--- src/rtl/fp_pkg.sv ---
// Shared definitions for the floating-point normalize-and-round stage.
//
// Contents:
//    state_t        control FSM encoding (S_IDLE, S_NORM, S_ROUND, S_DONE)
//    EXP_BIAS       IEEE-754 single-precision exponent bias
//    EXP_MAX        all-ones exponent (infinity / NaN field value)
//    EXP_MIN_NORM   smallest exponent a normal number can carry
//    HIDDEN/GUARD/ROUND  bit positions inside the 26-bit working mantissa
package fp_pkg;

    // States carry an S_ prefix so they do not collide with the ROUND bit position
    typedef enum logic [1:0] {
        S_IDLE  = 2'd0,
        S_NORM  = 2'd1,
        S_ROUND = 2'd2,
        S_DONE  = 2'd3
    } state_t;

    localparam int         EXP_BIAS     = 127;
    localparam logic [7:0] EXP_MAX      = 8'hFF;
    localparam logic [7:0] EXP_MIN_NORM = 8'd1;

    localparam int HIDDEN = 25;
    localparam int GUARD  = 1;
    localparam int ROUND  = 0;

endpackage

--- src/rtl/fp_round_ne.sv ---
// Combinational round-to-nearest-even and packing for a normalized (or
// subnormal) working mantissa.
//
// Ports:
//    sign_i      result sign
//    exp_i       biased exponent of the working mantissa
//    man_i       working mantissa {hidden, frac[22:0], guard, round}
//    sticky_i    OR of every bit already shifted out below round
//    packed_o    {sign, exp, frac} single-precision word
//    inexact_o   guard|round|sticky was nonzero
//    overflow_o  rounding pushed the exponent to all-ones
module fp_round_ne
    import fp_pkg::*;
#(
    parameter int EXP_W  = 8,
    parameter int MAN_W  = 26,
    parameter int FRAC_W = MAN_W - 3
) (
    input  logic                      sign_i,
    input  logic [EXP_W-1:0]          exp_i,
    input  logic [MAN_W-1:0]          man_i,
    input  logic                      sticky_i,
    output logic [EXP_W+FRAC_W:0]     packed_o,
    output logic                      inexact_o,
    output logic                      overflow_o
);

    logic               guardBit;
    logic               roundBit;
    logic               lsbBit;
    logic               roundUp;
    logic [MAN_W-2:0]   upper;
    logic               carry;
    logic               hiddenOut;
    logic [EXP_W:0]     expRounded;
    logic [EXP_W:0]     expField;

    // The increment is applied only to the bits at and above the LSB, with one
    // spare bit on top to catch the carry out of the hidden position. When that
    // carry happens the mantissa was all ones, so the fraction bits are already
    // zero and the result is exactly 1.0 with the exponent bumped.
    always_comb begin
        guardBit   = man_i[GUARD];
        roundBit   = man_i[ROUND];
        lsbBit     = man_i[GUARD+1];
        roundUp    = guardBit & (roundBit | sticky_i | lsbBit);
        upper      = {1'b0, man_i[MAN_W-1:GUARD+1]} + {{(MAN_W-2){1'b0}}, roundUp};
        carry      = upper[MAN_W-2];
        hiddenOut  = carry | upper[MAN_W-3];
        expRounded = {1'b0, exp_i} + {{EXP_W{1'b0}}, carry};
        // Subnormals pack with a zero exponent; a subnormal that rounds into the
        // hidden bit simply becomes the smallest normal.
        expField   = hiddenOut ? expRounded : '0;
        overflow_o = (expField >= {1'b0, EXP_MAX});
        inexact_o  = guardBit | roundBit | sticky_i;
        if (overflow_o) begin
            packed_o = {sign_i, {EXP_W{1'b1}}, {FRAC_W{1'b0}}};
        end else begin
            packed_o = {sign_i, expField[EXP_W-1:0], upper[FRAC_W-1:0]};
        end
    end

endmodule

--- src/rtl/fp_norm_round.sv ---
// Sequential normalize-and-round stage placed after the add/sub mantissa stage.
// One left shift per cycle until the hidden bit is set (or the exponent reaches
// the subnormal floor), then a single round-to-nearest-even cycle, then the
// result is held until the consumer takes it. One operation in flight.
//
// Ports:
//    clk, rst_n              clock, asynchronous active-low reset
//    in_valid / in_ready     upstream handshake
//    in_sign, in_exp         sign and biased exponent from the adder
//    in_mantis, in_loss      26-bit sum mantissa and sticky bit
//    in_operator             1 = effective subtraction
//    out_valid / out_ready   downstream handshake
//    out_result              packed {sign, exp[7:0], frac[22:0]}
//    out_inexact, out_overflow, out_zero   status flags
module fp_norm_round
    import fp_pkg::*;
#(
    parameter int EXP_W  = 8,
    parameter int MAN_W  = 26,
    parameter int FRAC_W = MAN_W - 3
) (
    input  logic                  clk,
    input  logic                  rst_n,
    input  logic                  in_valid,
    output logic                  in_ready,
    input  logic                  in_sign,
    input  logic [EXP_W-1:0]      in_exp,
    input  logic [MAN_W-1:0]      in_mantis,
    input  logic                  in_loss,
    input  logic                  in_operator,
    output logic                  out_valid,
    input  logic                  out_ready,
    output logic [EXP_W+FRAC_W:0] out_result,
    output logic                  out_inexact,
    output logic                  out_overflow,
    output logic                  out_zero
);

    state_t                 state_q, state_d;
    logic                   sign_q, sign_d;
    logic [EXP_W-1:0]       exp_q, exp_d;
    logic [MAN_W-1:0]       man_q, man_d;
    logic                   loss_q, loss_d;
    logic                   op_q, op_d;
    logic                   inf_q, inf_d;
    logic [EXP_W+FRAC_W:0]  result_q, result_d;
    logic                   inexact_q, inexact_d;
    logic                   overflow_q, overflow_d;
    logic                   zero_q, zero_d;

    logic [EXP_W+FRAC_W:0]  rndPacked;
    logic                   rndInexact;
    logic                   rndOverflow;

    fp_round_ne #(
        .EXP_W  (EXP_W),
        .MAN_W  (MAN_W),
        .FRAC_W (FRAC_W)
    ) u_round (
        .sign_i     (sign_q),
        .exp_i      (exp_q),
        .man_i      (man_q),
        .sticky_i   (loss_q),
        .packed_o   (rndPacked),
        .inexact_o  (rndInexact),
        .overflow_o (rndOverflow)
    );

    // State and datapath registers; reset clears everything so an aborted
    // operation leaves no trace on the outputs.
    always_ff @(posedge clk or negedge rst_n) begin
        if (!rst_n) begin
            state_q    <= S_IDLE;
            sign_q     <= 1'b0;
            exp_q      <= '0;
            man_q      <= '0;
            loss_q     <= 1'b0;
            op_q       <= 1'b0;
            inf_q      <= 1'b0;
            result_q   <= '0;
            inexact_q  <= 1'b0;
            overflow_q <= 1'b0;
            zero_q     <= 1'b0;
        end else begin
            state_q    <= state_d;
            sign_q     <= sign_d;
            exp_q      <= exp_d;
            man_q      <= man_d;
            loss_q     <= loss_d;
            op_q       <= op_d;
            inf_q      <= inf_d;
            result_q   <= result_d;
            inexact_q  <= inexact_d;
            overflow_q <= overflow_d;
            zero_q     <= zero_d;
        end
    end

    // Next-state and datapath control. Everything holds by default; each state
    // only overrides what it changes.
    always_comb begin
        state_d    = state_q;
        sign_d     = sign_q;
        exp_d      = exp_q;
        man_d      = man_q;
        loss_d     = loss_q;
        op_d       = op_q;
        inf_d      = inf_q;
        result_d   = result_q;
        inexact_d  = inexact_q;
        overflow_d = overflow_q;
        zero_d     = zero_q;

        unique case (state_q)
            S_IDLE: begin
                if (in_valid) begin
                    sign_d  = in_sign;
                    exp_d   = in_exp;
                    man_d   = in_mantis;
                    loss_d  = in_loss;
                    op_d    = in_operator;
                    inf_d   = 1'b0;
                    state_d = S_NORM;
                end
            end
            S_NORM: begin
                if (man_q == '0) begin
                    // x - x yields +0; a zero from addition keeps its sign
                    if (op_q) begin
                        sign_d = 1'b0;
                    end
                    state_d = S_ROUND;
                end else if (exp_q == EXP_MAX) begin
                    inf_d   = 1'b1;
                    state_d = S_ROUND;
                end else if (man_q[HIDDEN]) begin
                    state_d = S_ROUND;
                end else if (exp_q <= EXP_MIN_NORM) begin
                    // Exponent floor reached: leave it as a subnormal
                    state_d = S_ROUND;
                end else begin
                    man_d = {man_q[MAN_W-2:0], 1'b0};
                    exp_d = exp_q - 1'b1;
                end
            end
            S_ROUND: begin
                if (inf_q) begin
                    result_d   = {sign_q, {EXP_W{1'b1}}, {FRAC_W{1'b0}}};
                    inexact_d  = 1'b0;
                    overflow_d = 1'b0;
                end else begin
                    result_d   = rndPacked;
                    inexact_d  = rndInexact;
                    overflow_d = rndOverflow;
                end
                zero_d  = (result_d[EXP_W+FRAC_W-1:0] == '0);
                state_d = S_DONE;
            end
            S_DONE: begin
                if (out_ready) begin
                    state_d = S_IDLE;
                end
            end
            default: begin
                state_d = S_IDLE;
            end
        endcase
    end

    assign in_ready     = (state_q == S_IDLE);
    assign out_valid    = (state_q == S_DONE);
    assign out_result   = result_q;
    assign out_inexact  = inexact_q;
    assign out_overflow = overflow_q;
    assign out_zero     = zero_q;

endmodule

--- config.mk ---
export PLATFORM = sky130hd
export DESIGN_NAME = fp_norm_round
export DESIGN_NICKNAME = d
export VERILOG_FILES = /design/src/rtl/fp_pkg.sv /design/src/rtl/fp_round_ne.sv /design/src/rtl/fp_norm_round.sv
export SDC_FILE = /design/constraint.sdc
export NUM_CORES = 1
export LEC_CHECK = 0
export CAP_MARGIN = 25
export CORE_MARGIN = 4
export CORE_UTILIZATION = 43
export DETAILED_ROUTE_END_ITERATION = 10
export GPL_TIMING_DRIVEN = 0
export PLACE_DENSITY = 0.76
export SETUP_SLACK_MARGIN = 0.2
export SLEW_MARGIN = 25
export SYNTH_ARGS = -nofsm -noshare
export SYNTH_HDL_FRONTEND = slang
export SYNTH_SLANG_ARGS = --single-unit
--- constraint.sdc ---
create_clock -name clk -period 3.09 [get_ports clk]
set_input_delay 0.618 -clock clk [delete_from_list [all_inputs] [get_ports clk]]
set_output_delay 0.618 -clock clk [all_outputs]
set_load 0.01 [all_outputs]
## After elaboration in Yosys (flattened, before gate mapping)

Cells that the tools add are included.
Widths: inputs -> output; s select.

| storage, ports and cells | value |
|---|---|
| output and inout port bits | 37 |
| bits of input ports | 41 |
| word-level logic and storage cells | 80 |
| register bits | 75 |

| operators by class | value |
|---|---|
| add/subtract/negate cells | 3 |
| bitwise logic cells | 6 |
| mux-type cells | 33 |
| reduce and logical (&&, ||, !) cells | 10 |
| equal/unequal tests | 14 |
| magnitude comparators | 2 |

Operator list:

| kind | count |
|---|---|
| $mux 26 | 5 |
| $mux 31 | 2 |
| $pmux 26 s2 | 1 |
| $mux 8 | 5 |
| $mux 32 | 1 |
| $logic_not 31->1 | 1 |
| $logic_not 26->1 | 1 |
| $add 24x1->25 | 1 |
| $ne 2x2->1 const B | 8 |
| $pmux 8 s2 | 1 |
| $mux 2 | 6 |
| $reduce_and 4->1 | 3 |
| $add 8x1->9 | 1 |
| $ge 9x8->1 const B | 1 |
| $mux 9 | 1 |
| $eq 8x8->1 const B | 1 |
| $le 8x1->1 const B | 1 |
| $mux 1 | 8 |
| $pmux 2 s4 | 1 |
| $sub 8x1->8 const B | 1 |
| $reduce_and 6->1 | 1 |
| $ne 5x5->1 const B | 1 |
| $or 1x1->1 | 5 |
| $eq 2x2->1 const B | 2 |
| 8 further kinds | 9 |

## Depth between registers and ports, before layout

Gate-level depths: netlist of run 1.

| logic depth | value |
|---|---|
| depth in word-level cells | 11 |
| depth in mapped cells | 16 |
| mapped depth without buffers | 14 |

## By module

Synthesis of run 1 repeated with hierarchy kept, for this count alone.

| unflattened totals | value |
|---|---|
| cell total of the unflattened synthesis | 569 |
| area total of the unflattened synthesis | 4934.7 um^2 |

By module, submodules not included:

| module | cells an instance | area an instance (um^2) | instances | seq. area each (um^2) |
|---|---|---|---|---|
| fp_norm_round | 420 | 3952.5 | 1 | 1876.8 |
| fp_round_ne | 149 | 982.2 | 1 | 0.0 |

## Least setup slack after synthesis of run 1

OpenSTA, ideal clock, no wires.

| timing path | value |
|---|---|
| path kind | register to register |
| from | register man_q[1] |
| to | register result_q[0], in the netlist out_result[0] |
| slack | -182 ps |
| arrival time | 3140 ps |
| library setup time | 132 ps |
| data required time | 2958 ps |
| stages on the path, launching flop included | 16 |
| clock period less this slack | 3272 ps |
| buffers on the path | 2 |
| path through | dfrtp_1 and2_1 ha_1 nand3_1 nor4_1 nand3_1 nor2_1 ha_1 clkbuf_1 nand2_1 nor3_1 xor2_1 nand3_1 a2bb2oi_2 clkbuf_1 o2bb2ai_1 |

| on the way | value |
|---|---|
| word-level cells in the longest chain between the ends | 8 |
| elaborated cells between the ends (all ways) | 9 |
| those cells by class | add/sub (2); order compare (1); mux (4); bitwise (2) |

RTL lines:

| element | line | source |
|---|---|---|
| start: declaration | fp_norm_round.sv:42 | `logic [MAN_W-1:0] man_q, man_d;` |
| start signal: assignment | fp_norm_round.sv:88 | `man_q <= man_d;` |
| $and 1x1->1 * | fp_round_ne.sv:46 | `roundUp = guardBit & (roundBit \| sticky_i \| lsbBit);` |
| $add 24x1->25 * | fp_round_ne.sv:47 | `upper = {1'b0, man_i[MAN_W-1:GUARD+1]} + {{(MAN_W-2){1'b0}}, roundUp};` |
| $add 8x1->9 or $or 1x1->1 (tied branches) | fp_round_ne.sv:50, fp_round_ne.sv:49 |  |
| $mux 9 | fp_round_ne.sv:53 | `expField = hiddenOut ? expRounded : '0;` |
| $ge 9x8->1 | fp_round_ne.sv:54 | `overflow_o = (expField >= {1'b0, EXP_MAX});` |
| $mux 31 * | fp_round_ne.sv:56 | `if (overflow_o) begin` |
| $mux 31 * | fp_norm_round.sv:147 | `if (inf_q) begin` |
| $mux 32 * | fp_norm_round.sv:114 | `unique case (state_q)` |
| end signal: assignment | fp_norm_round.sv:92 | `result_q <= result_d;` |
| end: declaration | fp_norm_round.sv:46 | `logic [EXP_W+FRAC_W:0] result_q, result_d;` |

Mark *: on every way between the ends. The rest lies on a longest branch, timed or not. The select of a mux whose other input is x is not followed.
A chain may end at the register's enable or synchronous reset.

## Worst setup path after layout of run 1

| timing path | value |
|---|---|
| from | register man_q[1] |
| to | register result_q[12], in the netlist out_result[12] |

The elaborated chain is that of the path after synthesis.

==> results of run 1 <==
==> how the worst max path moves through the flow <==
stage / startpoint / to / slack, ns / cells past startpoint
4_1_cts: man_q[1] / out_result[26] / 0.20 / 16
6_report: man_q[1] / out_result[12] / 0.11 / 16
3_3_place_gp: rst_n / man_q[1] / -1.42 / 1
3_5_place_dp: exp_q[1] / man_q[18] / -0.45 / 11
2_1_floorplan: man_q[2] / out_result[24] / 0.21 / 16
5_1_grt: man_q[1] / out_result[12] / -0.09 / 16
==> critical path, stage by stage (launching register included) <==
cell	delay [ns]
dfrtp_2	0.39
and2_4	0.15
ha_4	0.13
nand3_4	0.09
nor4_2	0.24
nand3_1	0.15
nor2_2	0.16
ha_2	0.19
buf_8	0.11
buf_4	0.10
nor3b_1	0.04
o21ai_0	0.22
o31ai_1	0.14
nand3_2	0.12
o21ai_0	0.14
and2_1	0.22
o41ai_2	0.28
==> cell families after synthesis <==
| logic type | Yosys count | share of synthesized area, % |
|---|---|---|
| AO/OA/AOI/OAI | 149 | 19.6 |
| XOR/XNOR | 30 | 5.51 |
| flip-flops | 75 | 39.4 |
| AND/OR/NAND/NOR | 215 | 23.3 |
| adder cells (fa/ha/maj) | 10 | 2.63 |
| multiplexers | 9 | 2.02 |
| buffers and inverters | 69 | 7.51 |
==> where the power goes <==
group          internal (W)  leakage, nW  switching [W]
logic               0.00157         1.68        0.00206
clock network      0.000523        0.120       0.000371
registers           0.00143        0.917       0.000371
==> what timing repair did <==
item,CTS,global route
pin swaps,9,26
buffers inserted,10,8
cloned,1,1
gates resized for setup,30,35
endpoints found under the setup margin,67,61
==> layout make-up <==
type / count / area [sq um] / share of cell area, %
plain buffers: 53 / 340 / 5.25
clock buffers: 13 / 169 / 2.61
clock inverters: 3 / 68.8 / 1.06
multi-input cells: 413 / 2800 / 43.1
repair buffers: 98 / 983 / 15.2
well taps: 140 / 175 / 2.70
inverters: 16 / 60.1 / 0.927
flip-flops and latches: 75 / 1890 / 29.1
==> registers in the layout (all words and copies together), names as in the netlist <==
signal        cells
out_result       32
man_q            26
exp_q             8
state_q           2
inf_q             1
loss_q            1
op_q              1
out_inexact       1
out_overflow      1
out_zero          1
sign_q            1
==> Yosys cell counts (3+ instances only) <==
cell,number
nor2b_1,5
clkbuf_1,39
o22a_1,3
nor4_1,8
o31ai_1,4
o2bb2ai_1,20
nor3_1,14
nor2_1,42
ha_1,10
a21oi_1,54
o21ai_1,4
inv_1,15
a211oi_1,3
nand2_1,67
dfrtp_1,75
a31oi_1,8
buf_6,10
nand4_1,10
o22ai_1,7
mux2i_1,4
xnor2_1,13
o21ai_0,32
nand3_1,19
mux2_2,5
xor2_1,17
and3_1,27
==> metal layers <==
layer | vias up | wire length (um) | global-route usage (%)
li1 | 2200 | - | -
met1 | 2174 | 6350 | 29.9
met2 | 187 | 6560 | 33.4
met3 | 25 | 815 | 3.42
met4 | 0 | 302 | 9.29
met5 | - | 0 | 0
==> through the flow <==
step           setup TNS, ns  area [sq um]
3_3_place_gp         -104.38          5740
3_5_place_dp          -19.89          5770
4_1_cts                    0          6200
2_1_floorplan              0          4800
6_report                   0          6480
5_1_grt                -1.27          6480
==> summary.txt, run 1 <==
Placed design
  • DP Worst Slack: -0.452 ns
  • Cell count after placement: 775
  • Final HPWL DP: 9920 um
  • IO buf count: 77
  • GPL Wtd Cong: 0.903

Routing
  • Antenna Nets Post-Route: 0
  • Initial DRT Pass Iterations: 5
  • Routed wire per std cell: 17.3 um
  • Routed vias/inst: 5.65
  • 1st-iter DRT viols: 298
  • Routed WL: 14000 um
  • DRC: 0
  • DR vias: 4586

Logic synthesis
  • Syn_area_per_cell: 8.55 sq um
  • Asr flop ratio synth: 100%
  • Mapped Area: 4760 sq um
  • Yosys top cell area share: 39.4%
  • Number of distinct library cells after synthesis: 57
  • Largest area contributor in the netlist: dfrtp_1
  • Syn_nets: 608
  • Top FF cell, synth: dfrtp_1
  • EDFF count, synth: 0
  • Seq/Total Area, Yosys: 39.4%
  • Yosys warns: 0
  • Synthesized flop and latch total: 75
  • Mapped Cells: 557
  • Largest cells by area after synthesis: dfrtp_1 39%, a21oi_1 5.7%, nand2_1 5.3%, o2bb2ai_1 3.7%, and3_1 3.5%

Timing
  • Fin Hold WS: 0.163 ns
  • Final Critical Period: 2.98 ns
  • Slew @ Worst Pin: 0.659 ns
  • Count of final setup violators: 0
  • Worst Skew: 0.0123 ns
  • Rel. slew slack: 56.1%
  • Max Clk Rate: 0.335 GHz
  • Final hold vios: 0
  • Max Slew Vio Count: 0
  • RSZ-0062 raised after global routing: yes
  • Final worst slack: 0.105 ns
  • Tcrit/Tclk final: 96.6%

Clock network
  • Num Clock Sinks: 75
  • Clock buffer depth: 2
  • CTS H-tree depth: 3
  • Clk_lat worst skew: 0.36 ns
  • Total clock buffers created by CTS: 9
  • Root Driver: clkbuf_8
  • Clock-pin transition on the worst setup and hold timing paths: 0.08 ns
  • Hold_buf cts: 0
  • CTS tree: built

GRT
  • Initial antenna violation count: 0
  • Pin count of the biggest net entering global routing: 50
  • Overflow left after global routing: 0
  • First-pass GRT wire length: 22200 um
  • Vias in the first global route: 4411
  • Total track usage: 21.5%

Layout
  • Most common cell after layout, fill and taps aside: clkdlybuf4s50_1
  • # nets final: 717
  • Inserted Diodes: 0
  • Final std cells w/o fill: 811
  • Layout area overhead: 36.0%
  • Share of cells above drive strength 1: 17.9%
  • Final core occ: 59.8%
  • Number of fillers in the final layout: 942
  • Commonest cells after routing, fill and taps aside: 76 x clkdlybuf4s50_1, 66 x nand2_1, 66 x dfrtp_1

Power and ir drop
  • Pwr Total: 0.00632 W
  • PD cells: 976 nW/um^2
  • Leak: 2.71 nW
  • Peak VDD IR: 0.616 mV

Critical path
  • FF-to-FF End: out_result[12]
  • Crit path max fanout: 7
  • Critical Path Sink Type: flip-flop
  • Critical path class: reg2reg
  • R2R depth: 16
  • R2R Setup Slk: 0.11 ns
  • Startpoint Class: flip-flop
  • Req. time, crit path: 3.34 ns
  • Crit path DAT: 3.24 ns
  • Worst r2r src: man_q[1]

Floorplan
  • Die X: 113 um
  • Starting Density: 44.0%
  • Die Height: 113 um
  • Rows: 38
  • CORE AREA: 10800 sq um
  • DIE AREA: 12800 sq um
  • I/O Pins: 78

Status
  • Status: finished clean

Run
  • Max-cap viol count: 0

Worst hold path
  • HP Class: in2async
(Power assumes the default switching activity.)
==> inputs of run 2 (changes only) <==
- CTS_CLUSTER_DIAMETER: not set -> 80
- SLEW_MARGIN: 25 -> 10
==> results of run 2 <==
Final layout, timing and power as in run 1 (identical DEF).
